File: config.mk
export PLATFORM = sky130hd
export DESIGN_NAME = mem_ctrl_mc_flat
export DESIGN_NICKNAME = d
export VERILOG_FILES = /design/src/rtl/mem_ctrl_mc_pkg.sv /design/src/rtl/mem_ctrl_mc_if.sv /design/src/rtl/mem_ctrl_mc_chan.sv /design/src/rtl/mem_ctrl_mc.sv /design/src/flat_wrapper.sv
export SDC_FILE = /design/constraint.sdc
export NUM_CORES = 1
export LEC_CHECK = 0
export BUFFER_PORTS_ARGS = -buffer_cell sky130_fd_sc_hd__buf_2
export CAP_MARGIN = 20
export CORE_MARGIN = 2
export CORE_UTILIZATION = 60
export DETAILED_ROUTE_END_ITERATION = 16
export MAX_ROUTING_LAYER = met4
export PLACE_DENSITY = 0.88
export SYNTH_ARGS = -nofsm -noshare
export SYNTH_HDL_FRONTEND = slang
export SYNTH_SLANG_ARGS = --single-unit
File: constraint.sdc
create_clock -name clock -period 5.8 [get_ports clock]
set_input_delay 0.87 -clock clock [delete_from_list [all_inputs] [get_ports clock]]
set_output_delay 0.87 -clock clock [all_outputs]
set_load 0.05 [all_outputs]
File: src/rtl/mem_ctrl_mc_pkg.sv
// mem_ctrl_mc_pkg: shared constants and helpers for the multi-channel memory controller
package mem_ctrl_mc_pkg;
   localparam int READY = 0;

   function automatic int clog2(input int n);
      int r;
      r = 0;
      while ((1 << r) < n) r++;
      return r;
   endfunction

   function automatic int busy_st(input int beats);
      return beats;
   endfunction

   // XOR-fold v into cov_w-bit chunks; bits beyond the vector are zero so padding is free
   function automatic logic [31:0] cov_fold(input logic [63:0] v, input int cov_w);
      logic [31:0] r;
      r = '0;
      for (int i = 0; i < 64; i++) r[5'(i % cov_w)] ^= v[i];
      return r;
   endfunction
endpackage

File: src/rtl/mem_ctrl_mc_if.sv
// mem_ctrl_mc_if: per-channel request beats and arbitrated packet output
interface mem_ctrl_mc_if #(
   parameter int NUM_CH = 3,
   parameter int BEATS = 3,
   parameter int DW = 2
);
   import mem_ctrl_mc_pkg::*;
   localparam int PW = BEATS * DW;
   localparam int CW = clog2(NUM_CH);
   logic [NUM_CH-1:0] ch_valid;
   logic [NUM_CH*DW-1:0] ch_data;
   logic [NUM_CH-1:0] ch_ready;
   logic out_ready;
   logic out_valid;
   logic [PW-1:0] out_data;
   logic [CW-1:0] out_ch;
   modport master (output ch_valid, ch_data, out_ready, input ch_ready, out_valid, out_data, out_ch);
   modport slave (input ch_valid, ch_data, out_ready, output ch_ready, out_valid, out_data, out_ch);
endinterface

File: src/rtl/mem_ctrl_mc_chan.sv
// mem_chan: one request channel; counts beats READY->PENDING_k->BUSY and assembles the packet
module mem_chan import mem_ctrl_mc_pkg::*; #(
   parameter int BEATS = 3,
   parameter int DW = 2,
   localparam int SW = clog2(BEATS + 1),
   localparam int PW = BEATS * DW
) (
   input  logic          clock,
   input  logic          reset,
   input  logic          valid,
   input  logic [DW-1:0] data,
   input  logic          grant_xfer,
   output logic          ready,
   output logic          busy,
   output logic [SW-1:0] cnt,
   output logic [PW-1:0] pkt
);
   assign busy = cnt == SW'(busy_st(BEATS));
   assign ready = !busy;

   // a missing beat while pending aborts; pkt is left stale since it is only read when BUSY
   always_ff @(posedge clock or negedge reset)
      if (!reset) begin
         cnt <= SW'(READY);
         pkt <= '0;
      end else if (busy) begin
         cnt <= grant_xfer ? SW'(READY) : cnt;
      end else if (valid) begin
         cnt <= cnt + 1'b1;
         pkt <= (cnt == SW'(READY)) ? PW'(data) : pkt | (PW'(data) << (cnt * DW));
      end else begin
         cnt <= SW'(READY);
      end
endmodule

File: src/rtl/mem_ctrl_mc.sv
// mem_ctrl_mc: multi-channel packet assembler with round-robin output and fuzzing instrumentation
module mem_ctrl_mc import mem_ctrl_mc_pkg::*; #(
   parameter int NUM_CH = 3,
   parameter int BEATS = 3,
   parameter int DW = 2,
   parameter int COV_W = 6
) (
   input  logic                  clock,
   input  logic                  reset,
   input  logic                  meta_reset,
   mem_ctrl_mc_if.slave          bus,
   output logic [3*NUM_CH-1:0]   coverage,
   output logic [COV_W:0]        io_cov_sum,
   output logic                  bug
);
   localparam int SW = clog2(BEATS + 1);
   localparam int PW = BEATS * DW;
   localparam int CW = clog2(NUM_CH);

   logic [NUM_CH-1:0] busy, xfer_ch;
   logic [SW-1:0] cnt [NUM_CH];
   logic [PW-1:0] pkt [NUM_CH];
   logic [NUM_CH*SW-1:0] cnt_vec;
   logic [CW-1:0] rr_ptr, gnt, j;
   logic xfer;
   logic [3*NUM_CH-1:0] mon, last, primed;
   logic [COV_W-1:0] reg_state;
   logic [2**COV_W-1:0] covmap;

   for (genvar i = 0; i < NUM_CH; i++) begin : g_ch
      mem_chan #(.BEATS(BEATS), .DW(DW)) u_chan (
         .clock(clock),
         .reset(reset),
         .valid(bus.ch_valid[i]),
         .data(bus.ch_data[i*DW +: DW]),
         .grant_xfer(xfer_ch[i]),
         .ready(bus.ch_ready[i]),
         .busy(busy[i]),
         .cnt(cnt[i]),
         .pkt(pkt[i])
      );
      assign cnt_vec[i*SW +: SW] = cnt[i];
      assign xfer_ch[i] = xfer && gnt == CW'(i);
      assign mon[3*i +: 3] = {cnt[i] == SW'(READY), busy[i], bus.ch_valid[i]};
   end

   // scan from the farthest offset down so the nearest BUSY channel at/after rr_ptr wins
   always_comb begin
      gnt = rr_ptr;
      j = '0;
      for (int k = NUM_CH - 1; k >= 0; k--) begin
         j = CW'((int'(rr_ptr) + k) % NUM_CH);
         if (busy[j]) gnt = j;
      end
   end

   assign bug = &busy;
   assign bus.out_valid = |busy;
   assign xfer = bus.out_valid && bus.out_ready;
   assign bus.out_data = bus.out_valid ? pkt[gnt] : '0;
   assign bus.out_ch = bus.out_valid ? gnt : '0;

   always_ff @(posedge clock or negedge reset)
      if (!reset) rr_ptr <= '0;
      else if (xfer) rr_ptr <= (gnt == CW'(NUM_CH - 1)) ? '0 : gnt + 1'b1;

   // the first cycle after reset only captures a baseline so release itself is not a toggle
   always_ff @(posedge clock or negedge reset)
      if (!reset) begin
         last <= '0;
         primed <= '0;
         coverage <= '0;
      end else begin
         last <= mon;
         primed <= '1;
         coverage <= coverage | (primed & (mon ^ last));
      end

   // instrumentation survives functional reset so coverage accumulates across fuzz runs
   always_ff @(posedge clock) begin
      reg_state <= COV_W'(cov_fold(64'(cnt_vec), COV_W));
      if (meta_reset) begin
         covmap <= '0;
         io_cov_sum <= '0;
      end else if (!covmap[reg_state]) begin
         covmap[reg_state] <= 1'b1;
         io_cov_sum <= io_cov_sum + 1'b1;
      end
   end
endmodule

File: src/flat_wrapper.sv
// flat-port wrapper written by rule: the top's interface ports become plain ports
module mem_ctrl_mc_flat import mem_ctrl_mc_pkg::*;
#(
   parameter int NUM_CH = 3,
   parameter int BEATS = 3,
   parameter int DW = 2,
   parameter int COV_W = 6
)
  (clock, reset, meta_reset, coverage, io_cov_sum, bug, bus_ch_valid, bus_ch_data, bus_out_ready, bus_ch_ready, bus_out_valid, bus_out_data, bus_out_ch);
  mem_ctrl_mc_if #(.NUM_CH(NUM_CH), .BEATS(BEATS), .DW(DW)) bus_i ();
  input  logic clock;
  input  logic reset;
  input  logic meta_reset;
  output logic [3*NUM_CH-1:0] coverage;
  output logic [COV_W:0] io_cov_sum;
  output logic bug;
  input wire logic [$bits(bus_i.ch_valid)-1:0] bus_ch_valid;
  input wire logic [$bits(bus_i.ch_data)-1:0] bus_ch_data;
  input wire logic [$bits(bus_i.out_ready)-1:0] bus_out_ready;
  output wire logic [$bits(bus_i.ch_ready)-1:0] bus_ch_ready;
  output wire logic [$bits(bus_i.out_valid)-1:0] bus_out_valid;
  output wire logic [$bits(bus_i.out_data)-1:0] bus_out_data;
  output wire logic [$bits(bus_i.out_ch)-1:0] bus_out_ch;
  assign bus_i.ch_valid = bus_ch_valid;
  assign bus_i.ch_data = bus_ch_data;
  assign bus_i.out_ready = bus_out_ready;
  assign bus_ch_ready = bus_i.ch_ready;
  assign bus_out_valid = bus_i.out_valid;
  assign bus_out_data = bus_i.out_data;
  assign bus_out_ch = bus_i.out_ch;
  mem_ctrl_mc #(.NUM_CH(NUM_CH), .BEATS(BEATS), .DW(DW), .COV_W(COV_W)) u_core (.clock(clock), .reset(reset), .meta_reset(meta_reset), .bus(bus_i), .coverage(coverage), .io_cov_sum(io_cov_sum), .bug(bug));
endmodule
Word-level counts from Yosys, hierarchy flattened
Cells that the tools add are included.
Word-level totals
  word-level logic and storage cells: 99
  output and inout port bits: 29
  input port bits: 13
  flip-flop bits (word level): 122
Operators by class
  reductions and logical operators: 17
  order comparisons: 6
  equality and inequality tests: 8
  multiplexer cells: 31
  $add $sub $neg: 7
  bitwise gates (word level): 11
  shift operators: 3
  div/mod/pow operators: 3
Operator list (count)
  $mod 32x3->32 const B: 2
  $or 64x64->64: 1
  $mux 6: 6
  $mod 3x3->32 const B: 1
  $mux 2: 14
  $or 6x6->6: 3
  $shl 2x3->6: 3
  $bmux 6 s2: 1
  $and 9x9->9: 1
  $lt 2x3->1 const B: 3
  $or 9x9->9: 1
  $xor 9x9->9: 1
  $add 2x1->2 const B: 4
  $eq 2x2->1 const B: 4
  $logic_not 2->1: 4
  $add 7x1->7 const B: 1
  $lt 6x7->1 const B: 1
  $bmux 1 s2: 3
  $bmux 1 s6: 1
  $demux 1 s6: 1
  $ge 6x1->1 const B: 1
  $ne 2x2->1 const B: 3
  $reduce_and 2->1: 3
  $logic_and 1x1->1: 5
  other kinds (10): 18

Logic depth before layout (Yosys ltp)
Gate-level depths: netlist (run 1).
  word-level depth: 12
  mapped depth: 10
  mapped depth without buffers: 8

Cells and area by module
A second synthesis (run 1) with hierarchy kept.
Unflattened totals
  cell total of the unflattened synthesis: 556
  area, all modules: 5465.2 µm²
By module, submodules not included
  mem_ctrl_mc: area each 4350.4 µm², seq. area each 2067.0 µm², instances 1, cells each 448
  mem_chan: area each 371.6 µm², seq. area each 200.2 µm², instances 3, cells each 36

Worst setup path before layout (run 1)
Ideal clock, no wire load.
  kind: flip-flop to output port
  start: register u_core.rr_ptr[0]
  end: output port bus_out_data[0]
  stages on the path, launching flop included: 11
  data arrival time: 3.045 ns
  path buffers: 2
  required time: 4.930 ns
  setup slack: 1.885 ns
  path through: dfrtp_1 inv_1 ha_1 clkbuf_1 nor2b_1 o221ai_1 o2111ai_1 a21oi_1 clkbuf_1 nand3_1 a31oi_1
On the way
  longest elaborated chain between the ends: 12
  elaborated cells on any way between the ends: 19
  those cells by class: 2 x add/sub; 3 x div; 13 x mux; 1 x bitwise
Ends and longest elaborated chain
  start: declaration: line mem_ctrl_mc.sv:24  | logic [CW-1:0] rr_ptr, gnt, j;
  start signal: assignment: line mem_ctrl_mc.sv:65  | else if (xfer) rr_ptr <= (gnt == CW'(NUM_CH - 1)) ? '0 : gnt + 1'b1;
  $add 2x2->3: line mem_ctrl_mc.sv:52  | j = CW'((int'(rr_ptr) + k) % NUM_CH);
  $mod 32x3->32: line mem_ctrl_mc.sv:52
  $bmux 1 s2: line mem_ctrl_mc.sv:53  | if (busy[j]) gnt = j;
  $mux 1 (implied by the code): line mem_ctrl_mc.sv:53
  $mux 2 (2 in a row): line mem_ctrl_mc.sv:53
  $mux 2 (*): line mem_ctrl_mc.sv:53
  $not 2->3 (implied by the code) (*): line mem_ctrl_mc.sv:60  | assign bus.out_data = bus.out_valid ? pkt[gnt] : '0;
  $bmux 6 s2 (*): line mem_ctrl_mc.sv:60
  $mux 6 (implied by the code) (*) (2 in a row): line mem_ctrl_mc.sv:60
  $mux 6 (*): line mem_ctrl_mc.sv:60
  end: declaration: line flat_wrapper.sv:22  | output wire logic [$bits(bus_i.out_data)-1:0] bus_out_data;
Every way passes the cells marked *; elsewhere a longest branch is shown, timed or not. The select of a mux whose other input is x is not followed.

Final worst setup path (run 1)
  start: register u_core.g_ch[2].u_chan.cnt[1]
  end: output port bus_out_data[4]
On the way
  longest elaborated chain between the ends: 11
  elaborated cells on any way between the ends: 16
  those cells by class: 1 x eq/ne; 13 x mux; 1 x bitwise; 1 x reduce/logical
Ends and longest elaborated chain
  start: declaration: line mem_ctrl_mc_chan.sv:15  | output logic [SW-1:0] cnt,
  start signal: assignment: line mem_ctrl_mc_chan.sv:24  | cnt <= SW'(READY);
  start signal: assignment: line mem_ctrl_mc_chan.sv:27  | cnt <= grant_xfer ? SW'(READY) : cnt;
  start signal: assignment: line mem_ctrl_mc_chan.sv:29  | cnt <= cnt + 1'b1;
  $eq 2x2->1 (*): line mem_ctrl_mc_chan.sv:18  | assign busy = cnt == SW'(busy_st(BEATS));
  via u_core.g_ch[2].u_chan.busy: line mem_ctrl_mc_chan.sv:14  | output logic busy,
  $bmux 1 s2: line mem_ctrl_mc.sv:53
  $mux 1 (implied by the code): line mem_ctrl_mc.sv:53
  $mux 2 (3 in a row): line mem_ctrl_mc.sv:53
  $not 2->3 (implied by the code): line mem_ctrl_mc.sv:60
  $bmux 6 s2: line mem_ctrl_mc.sv:60
  $mux 6 (implied by the code) (2 in a row): line mem_ctrl_mc.sv:60
  $mux 6 (*): line mem_ctrl_mc.sv:60
Mark *: on every way through the listed nets, which the timed path passes. The rest lies on a longest branch. The select of a mux whose other input is x is not followed.

==> impl_metrics.env, run 1 <==
export IMPL_outcome="complete, no violations"
export IMPL_worstSetupStartpoint="u_core.g_ch[2].u_chan.cnt[1]"
export IMPL_track_usage_pct=27.94
export IMPL_ys_flop_type="dfxtp_1"
export IMPL_fin_setup_tns_ns=0
export IMPL_relSlewSlack_pct=27.28
export IMPL_htree_levels=4
export IMPL_critPathMaxFanout=16
export IMPL_cts_sinks=122
export IMPL_syn_area_um2=5664
export IMPL_wl_per_cell_um=18.41
export IMPL_setup_viol=0
export IMPL_yosysTopAreaCell="dfxtp_1"
export IMPL_min_delay_worst_endpoint="u_core.coverage[1]"
export IMPL_grt_overflow=0
export IMPL_powerDensity_nw_per_um2=494.0
export IMPL_r2r_end="u_core.covmap[50]"
export IMPL_synth_cells=578
export IMPL_hold_path_startpoint="u_core.coverage[1]"
export IMPL_ys_ff_latch=122
export IMPL_cts_setup_buffers=0
export IMPL_synth_top_area_share_pct=27.21
export IMPL_worst_ep_required_time_ns=4.93
export IMPL_clk_pin_slew_ns=0.06
export IMPL_synthDistinctLibCells=53
export IMPL_finalClockSkew_ns=0.008060
export IMPL_finalCritPeriodShare_pct=77.93
export IMPL_dr_pass1_iters=5
export IMPL_totalWireLength_um=13310
export IMPL_arrival_ns=3.65
export IMPL_place_congestion=0.8644
export IMPL_drive_above_1_share_pct=15.03
export IMPL_peakVddDrop_mv=0.3056
export IMPL_cap_violations=0
export IMPL_multi_input_area_um2=2457
export IMPL_die_h_um=101.2
export IMPL_ant_nets=0
export IMPL_p_leak_uw=0.002391
export IMPL_avgSynthCellArea_um2=9.800
export IMPL_fmax_mhz=221.3
export IMPL_regToRegSetupSlack_ns=2.44
export IMPL_core_area_um2=9196
export IMPL_postSynthNetCount=603
export IMPL_whs_ns=0.4537
export IMPL_rr_worst_depth=7
export IMPL_tightest_slew_ns=1.091
export IMPL_fin_crit_ns=4.520
export IMPL_whs_path_depth=1
export IMPL_antenna_found_initial=0
export IMPL_clk_latency_ns=0.52
export IMPL_dr_total_vias=4667
export IMPL_yosysWarnings=0
export IMPL_io_buffer_count=41
export IMPL_critPathLaunchType="flop"
export IMPL_boundaryPins=42
export IMPL_crit_path_end_kind="output pin"
export IMPL_crit_type="reg2out"
export IMPL_synth_top_cells_by_area="dfxtp_1 27%, dfrtp_1 20%, o32ai_1 10%"
export IMPL_areaGrowthSynthToFinish_pct=12.52
export IMPL_rsz0062_at_grt="no"
export IMPL_drc_errors=0
export IMPL_grt_pass1_wl_um=21580
export IMPL_total_power_uw=3149
export IMPL_synth_edf_count=0
export IMPL_cts_root_buf="clkbuf_8"
export IMPL_fin_nets=624
export IMPL_diodes=0
export IMPL_clockBufferDepth=2
export IMPL_reg2reg_from="u_core.reg_state[3]"
export IMPL_yosysSeqAreaShare_pct=47.10
export IMPL_synth_async_reset_ratio_pct=36.89
export IMPL_hold_violations=0
export IMPL_cts_resized=0
export IMPL_register_area_um2=2668
export IMPL_fill_cells=669
export IMPL_cts_tree="done"
export IMPL_cts_buffers=17
export IMPL_die_w_um=101.2
export IMPL_cts_hold_buf=0
export IMPL_initial_core_util_pct=61.59
export IMPL_first_iter_violations=364
export IMPL_placementRows=35
export IMPL_dieArea_um2=10230
export IMPL_grt_max_degree=74
export IMPL_hp_class="reg2reg"
export IMPL_routed_via_density=6.455
export IMPL_fin_util_pct=69.31
export IMPL_grt_pass1_vias=4389
export IMPL_slew_violations=0
export IMPL_post_dp_hpwl_um=8314
==> Yosys cell counts, types with 9 or more instances <==
cell type	number
mux4_2	12
a31oi_1	20
clkbuf_1	21
dfrtp_1	45
dfxtp_1	77
xor2_1	9
ha_1	12
nor2_1	28
nand3_1	30
buf_6	9
nand2_1	35
a21o_1	12
o32ai_1	65
nor2b_1	14
a21oi_1	18
inv_1	78
mux2i_1	12
==> cell usage in the layout, fill, tap and decap left out, types with 12 or more instances in the layout <==
cell type and instances:
a21o_1 12, a21oi_1 18, a31oi_1 20, buf_2 41, clkbuf_16 16, dfrtp_1 45, dfxtp_1 77, ha_1 12
inv_1 78, mux2i_1 12, mux4_2 12, nand2_1 35, nand3_1 30, nor2_1 28, nor2b_1 14, o32ai_1 65
==> final cells by class <==
cell class | instances | area share (%)
Inverter | 78 | 4.594
Timing Repair Buffer | 45 | 4.515
Multi-Input combinational cell | 335 | 38.56
Tap cell | 111 | 2.179
Clock inverter | 13 | 1.531
Sequential cell | 122 | 41.85
Clock buffer | 19 | 6.773
==> where the power goes <==
part | total (uW) | internal, uW | switching (uW) | leakage (uW)
Combinational | 1090 | 331 | 757 | 0.000980
Clock | 927 | 537 | 390 | 0.000251
Sequential | 1130 | 983 | 151 | 0.00116
==> routing by layer <==
metal	vias up	global-route usage, %	wire, um
met5	-	-	0
met4	0	11.64	359
met3	38	5.659	1084
met2	246	44.27	6491
met1	2252	35.12	5379
li1	2131	-	-
==> through the flow <==
step           worst slack [ns]  instances  area [um2]
3_5_place_dp              1.890        688        5769
4_1_cts                   1.308        720        6299
2_1_floorplan             1.885        578        5664
3_3_place_gp              1.986        688        5769
6_report                  1.280        723        6374
5_1_grt                  0.9777        723        6374
==> worst max-delay path, cell delays in order, from the launching register on <==
cell and delay (ns):
dfrtp_1 0.42, ha_1 0.51, mux2i_1 0.15, o221ai_1 0.25, o2111ai_1 0.17, a21oi_1 0.89
nand3_1 0.17, a31oi_1 0.27, buf_2 0.30
==> how the worst max path moves through the flow <==
stage	endpoint	slack, ns	cells past startpoint
floorplan	bus_out_data[0]	1.89	10
global placement	bus_out_data[4]	1.99	8
detailed placement	bus_out_data[1]	1.89	8
CTS	bus_out_data[1]	1.31	8
global route	bus_out_data[4]	0.98	8
finish	bus_out_data[4]	1.28	8
==> flip-flops by register name, indices dropped and copies added (netlist names) <==
| name | count |
|---|---|
| u_core.reg_state | 6 |
| u_core.rr_ptr | 2 |
| u_core.g_ch.u_chan.cnt | 6 |
| u_core.io_cov_sum | 7 |
| u_core.coverage | 9 |
| u_core.last | 9 |
| u_core.primed | 1 |
| u_core.g_ch.u_chan.pkt | 18 |
| u_core.covmap | 64 |
==> cell families after synthesis <==
family / Yosys count / synth area share (%)
xor+xnor: 9 / 1.392
simple gates: 137 / 12.33
compound gates: 152 / 20.06
flops: 122 / 47.10
other cells: 1 / 0.06621
buf+inv: 121 / 9.521
fa+ha+maj: 12 / 2.651
mux: 24 / 6.892
(Power assumes the default switching activity.)
==> inputs of run 2 (changes only) <==
Clock period 5.8 ns to 4.6 ns, I/O delays scaled along.
==> run 2 against run 1 <==
Worst setup slack got worse by 0.46 ns. Clock power increased by 40%. Count of clock-buffer cells in the layout unchanged. Non-clock buffer count unchanged. Core utilization increased by 0.15 points. Design area increased by 0.22%. Flip-flop and latch count unchanged. Global-route usage increased by 1.6 points. Final cell count unchanged. Routed wire length increased by 5.2%. Die area unchanged. Critical path type unchanged.
==> impl_metrics.env, run 2 (synthesis results as in run 1) <==
export IMPL_outcome="complete, no violations"
export IMPL_worst_ep_required_time_ns=3.91
export IMPL_drive_above_1_share_pct=14.71
export IMPL_grt_overflow=0
export IMPL_track_usage_pct=29.52
export IMPL_top_regs="u_core.covmap (64), u_core.g_ch.u_chan.pkt (18)"
export IMPL_multi_input_area_um2=2457
export IMPL_cts_sinks=122
export IMPL_peakVddDrop_mv=0.4962
export IMPL_rsz0062_at_grt="no"
export IMPL_cts_tree="done"
export IMPL_slew_violations=0
export IMPL_die_w_um=101.2
export IMPL_mostFrequentLayoutCell="inv_1"
export IMPL_largest_reg_flops=64
export IMPL_areaGrowthSynthToFinish_pct=12.77
export IMPL_relSlewSlack_pct=23.45
export IMPL_core_area_um2=9196
export IMPL_routed_via_density=6.490
export IMPL_clk_pin_slew_ns=0.06
export IMPL_cap_violations=0
export IMPL_tightest_slew_ns=1.147
export IMPL_cts_hold_buf=0
export IMPL_placementRows=35
export IMPL_critPathMaxFanout=15
export IMPL_cts_setup_buffers=0
export IMPL_fill_cells=663
export IMPL_fin_setup_tns_ns=0
export IMPL_slowest_stage="ha_1"
export IMPL_htree_levels=4
export IMPL_antenna_found_initial=0
export IMPL_cts_root_buf="clkbuf_8"
export IMPL_crit_type="reg2out"
export IMPL_cts_resized=0
export IMPL_dieArea_um2=10230
export IMPL_hp_class="in2async"
export IMPL_totalWireLength_um=14010
export IMPL_boundaryPins=42
export IMPL_dr_pass1_iters=5
export IMPL_die_h_um=101.2
export IMPL_slowest_delay_ns=0.52
export IMPL_setup_viol=0
export IMPL_initial_core_util_pct=61.59
export IMPL_fin_crit_ns=3.775
export IMPL_diodes=0
export IMPL_ant_nets=0
export IMPL_arrival_ns=3.08
export IMPL_grt_pass1_wl_um=22630
export IMPL_finalCritPeriodShare_pct=82.06
export IMPL_wl_per_cell_um=19.38
export IMPL_grt_max_degree=65
export IMPL_first_iter_violations=420
export IMPL_post_dp_hpwl_um=8867
export IMPL_clockBufferDepth=2
export IMPL_cts_buffers=17
export IMPL_critPathLaunchType="flop"
export IMPL_final_cell_mix="78 x inv_1, 77 x dfxtp_1, 65 x o32ai_1"
export IMPL_register_area_um2=2668
export IMPL_critPathBufInv=1
export IMPL_cp_common_cell="a21oi_1"
export IMPL_drc_errors=0
export IMPL_path_delay_family="compound AO/OA/AOI/OAI gates"
export IMPL_total_power_uw=4132
export IMPL_finalClockSkew_ns=0.008887
export IMPL_hold_violations=0
export IMPL_powerDensity_nw_per_um2=646.9
export IMPL_largest_register="u_core.covmap"
export IMPL_place_congestion=0.8690
export IMPL_dr_total_vias=4692
export IMPL_fmax_mhz=264.9
export IMPL_io_buffer_count=41
export IMPL_p_leak_uw=0.002400
export IMPL_grt_pass1_vias=4519
export IMPL_fin_nets=624
export IMPL_crit_path_end_kind="output pin"
export IMPL_crit_chain="ha_1 > nand2_1 > a21oi_1 > o22ai_1 > a21oi_1 > nand3_1 > a31oi_1 > buf_2"
export IMPL_clk_latency_ns=0.52
[run 2: where the power goes]
group / total, uW / switching (uW) / internal, uW
Clock: 1300 / 468 / 832
Combinational: 1350 / 934 / 420
Sequential: 1480 / 237 / 1240
Total: 4130 / 1640 / 2490
[run 2: per-layer routing]
metal	share of wire [%]	global-route usage, %
met1	39	35.88
met2	50	48.50
met3	8.0	5.314
met4	3.0	12.58
met5	0	-
[run 2: worst paths after layout]
path                                               from                      endpoint  slack [ns]  cells after the start
max in group asynchronous                         reset                u_core.last[7]        3.65                      1
min in group clock                      bus_ch_valid[2]                u_core.last[6]        0.35                      1
min reg2reg                          u_core.coverage[6]            u_core.coverage[6]        0.45                      1
min                                               reset  u_core.g_ch[0].u_chan.pkt[5]        0.34                      1
max reg2reg                         u_core.reg_state[0]             u_core.covmap[43]        1.15                      7
max                        u_core.g_ch[2].u_chan.cnt[1]               bus_out_data[4]        0.83                      8
[run 2: final cells by class]
| type | count | share of cell area (%) |
|---|---|---|
| inverter | 78 | 4.584 |
| multi-input combinational | 335 | 38.47 |
| clock inverter | 13 | 2.370 |
| clock buffer | 19 | 6.758 |
| tap | 111 | 2.174 |
| timing repair buffer | 45 | 3.879 |
| sequential | 122 | 41.76 |
[run 2: metrics by stage]
stage	cells	util [%]	instance area [um2]	worst slack, ns	hold slack [ns]
floorplan	578	-	5664	0.8653	0.3944
detailed placement	691	63.12	5804	1.332	0.4414
global route	723	69.46	6387	0.6051	0.3409
CTS	723	69.46	6387	0.8703	0.3365
finish	723	69.46	6387	0.8252	0.3364
global placement	691	63.12	5804	1.513	0.4201
==> inputs of run 3 (changes only) <==
Settings changed: ABC_AREA set to 1, PLACE_DENSITY 0.88 to 0.87.
Clock period 4.6 ns to 3.9 ns, I/O delays scaled along.
==> run 3 against run 2 <==
First-iteration DRC count decreased by 5.5%. Clock skew decreased by 0.00072 ns. Die area rose by 2.7%. Routed wire length up 0.99%. Critical path type unchanged. Flip-flop and latch count did not move. Synthesized area up 2.8%. Critical endpoint is now bus_out_data[0]. Total power is 31% higher. Design area rose by 4.3%. Synthesized cell count increased by 32%. Worst setup slack worse by 0.41 ns. Largest cell class unchanged. Final cell count rose by 30%.
==> impl_metrics.env, run 3 <==
export IMPL_cts_resized=0
export IMPL_areaGrowthSynthToFinish_pct=14.40
export IMPL_p_leak_uw=0.002983
export IMPL_critPathMaxFanout=10
export IMPL_cts_setup_buffers=0
export IMPL_crit_path_end_kind="output pin"
export IMPL_track_usage_pct=29.41
export IMPL_ys_flop_type="dfxtp_1"
export IMPL_critPathLaunchType="flop"
export IMPL_relSlewSlack_pct=40.65
export IMPL_setup_viol=0
export IMPL_p_seq_share_pct=31.8
export IMPL_place_congestion=0.8863
export IMPL_grt_pass1_vias=5099
export IMPL_syn_area_um2=5821
export IMPL_crit_type="reg2out"
export IMPL_io_buffer_count=41
export IMPL_top_regs="u_core.covmap (64), u_core.g_ch.u_chan.pkt (18)"
export IMPL_avgSynthCellArea_um2=7.629
export IMPL_slowest_stage="dfrtp_1"
export IMPL_fill_cells=700
export IMPL_first_iter_violations=397
export IMPL_ys_ff_latch=122
export IMPL_initial_core_util_pct=62.40
export IMPL_boundaryPins=42
export IMPL_total_power_uw=5407
export IMPL_clk_latency_ns=0.52
export IMPL_crit_chain="ha_1 > inv_2 > nand2_1 > nand3_1 > nand2_1 > nand2_1 > nand2_1 > nand2_1 > nand2_1 > nand2_1 > inv_2 > nand3_1 > a21oi_1 > buf_2"
export IMPL_ant_nets=0
export IMPL_synthDistinctLibCells=41
export IMPL_peakVddDrop_mv=0.9424
export IMPL_post_dp_hpwl_um=9205
export IMPL_p_sw_uw=2328
export IMPL_cp_common_cell="nand2_1"
export IMPL_fin_crit_ns=3.485
export IMPL_grt_max_degree=57
export IMPL_finalClockSkew_ns=0.008170
export IMPL_largest_reg_flops=64
export IMPL_core_area_um2=9328
export IMPL_synth_top_area_share_pct=26.48
export IMPL_cts_sinks=122
export IMPL_hp_class="in2reg"
export IMPL_htree_levels=4
export IMPL_placementRows=35
export IMPL_fin_nets=826
export IMPL_cap_violations=0
export IMPL_p_clk_share_pct=29.0
export IMPL_yosysTopAreaCell="dfxtp_1"
export IMPL_cts_root_buf="clkbuf_8"
export IMPL_worst_ep_required_time_ns=3.31
export IMPL_fmax_mhz=287.0
export IMPL_synth_common_cells="200 x nand2_1, 115 x inv_1, 92 x a21oi_1, 77 x dfxtp_1, 73 x nand3_1"
export IMPL_dr_pass1_iters=5
export IMPL_maxUsedRoutingLayer="met4"
export IMPL_cts_tree="done"
export IMPL_diodes=0
export IMPL_cts_buffers=17
export IMPL_hold_violations=0
export IMPL_die_h_um=102.5
export IMPL_p_sw_share_pct=43.05
export IMPL_synth_most_common_cell="nand2_1"
export IMPL_clockBufferDepth=2
export IMPL_drc_errors=0
export IMPL_clk_pin_slew_ns=0.06
export IMPL_dr_wl_met2_um=7458
export IMPL_tightest_slew_ns=0.8883
export IMPL_drive_above_1_share_pct=15.23
export IMPL_totalWireLength_um=14150
export IMPL_wl_met3_um=874
export IMPL_slowest_delay_ns=0.53
export IMPL_fin_setup_tns_ns=0
export IMPL_m1WireLength_um=5576
export IMPL_dieArea_um2=10510
export IMPL_yosysWarnings=0
export IMPL_routed_via_density=5.560
export IMPL_finalCritPeriodShare_pct=89.35
export IMPL_powerDensity_nw_per_um2=812.0
export IMPL_power_internal_uw=3079
export IMPL_wl_per_cell_um=15.00
export IMPL_path_delay_family="simple AND/OR/NAND/NOR gates"
export IMPL_final_cell_mix="200 x nand2_1, 115 x inv_1, 92 x a21oi_1"
export IMPL_whs_ns=0.2391
export IMPL_cts_hold_buf=0
export IMPL_synth_cells=763
export IMPL_synth_edf_count=0
export IMPL_grt_overflow=0
export IMPL_synth_top_cells_by_area="dfxtp_1 26%, dfrtp_1 19%, nand2_1 13%"
export IMPL_critPathBufInv=3
export IMPL_postSynthNetCount=788
export IMPL_outcome="complete, no violations"
export IMPL_mostFrequentLayoutCell="nand2_1"
export IMPL_largest_register="u_core.covmap"
export IMPL_dr_total_vias=5243
export IMPL_combPwrFrac_pct=39.3
export IMPL_yosysSeqAreaShare_pct=45.83
export IMPL_antenna_found_initial=0
export IMPL_die_w_um=102.5
export IMPL_synth_async_reset_ratio_pct=36.89
export IMPL_grt_pass1_wl_um=23330
export IMPL_arrival_ns=2.90
export IMPL_rsz0062_at_grt="no"
export IMPL_slew_violations=0
run 3: cell count changes after synthesis, moves of 18 or more:
| cell | before | now |
|---|---|---|
| nand3_1 | 30 | 73 |
| a21oi_1 | 18 | 92 |
| inv_1 | 78 | 115 |
| o32ai_1 | 65 | 0 |
| nand2_1 | 35 | 200 |
| a31oi_1 | 20 | 2 |
run 3: final timing paths:
check,slack [ns],startpoint,end,depth (start not counted)
max,0.42,u_core.g_ch[1].u_chan.cnt[0],bus_out_data[0],14
min in group asynchronous,0.50,reset,u_core.g_ch[2].u_chan.pkt[3],2
min reg2reg,0.45,u_core.covmap[32],u_core.covmap[32],2
max reg2reg,1.57,u_core.reg_state[0],u_core.covmap[63],4
min,0.24,bus_ch_valid[1],u_core.last[3],1
max in group asynchronous,2.93,reset,u_core.rr_ptr[1],3
run 3: area by class of cell:
cell class | instances | area, um2 | area share (%)
clock inverters | 14 | 171.4 | 2.574
well taps | 129 | 161.4 | 2.424
flip-flops and latches | 122 | 2668 | 40.06
clock buffers | 18 | 427.9 | 6.426
multi-input cells | 491 | 2500 | 37.54
repair buffers | 45 | 262.8 | 3.946
inverters | 124 | 467.9 | 7.027
run 3: cells by family (layout without fill, tap and decap cells):
family | Yosys count | count (layout) | synth area share, %
other cells | 1 | 1 | 0.06443
buf+inv | 150 | 201 | 11.22
simple gates | 347 | 347 | 27.36
flops | 122 | 122 | 45.83
compound gates | 126 | 126 | 12.19
xor+xnor | 5 | 5 | 0.7523
fa+ha+maj | 12 | 12 | 2.579
run 3: power groups by stage:
stage	Combinational (uW)	Sequential [uW]	Clock, uW
2_1_floorplan	1640	1720	0
5_1_grt	2320	1740	1640
3_5_place_dp	2060	1730	0
3_3_place_gp	1980	1720	0
6_report	2120	1720	1570
4_1_cts	2090	1710	1580
run 3: through the flow:
step                      cell area (um2)  setup WS [ns]  utilization, %  cells
after floorplan                      5821         0.9316               -    763
after global placement               6010          1.183           64.43    908
after detailed placement             6030          1.029           64.64    909
after global routing                 6659         0.1879           71.39    943
final                                6659         0.4152           71.39    943
after CTS                            6629         0.4445           71.07    941
run 3: per-layer routing:
layer / vias to the layer above / track usage [%]
li1: 2507 / -
met4: 0 / 12.21
met2: 228 / 50.13
met5: - / -
met3: 31 / 5.898
met1: 2477 / 33.89
run 3: worst register-to-register path: stages, from the launching register on:
cell and delay, ns:
dfxtp_1 0.75, inv_2 0.46, nor2_1 0.71, nand2_1 0.18
a21oi_1 0.16
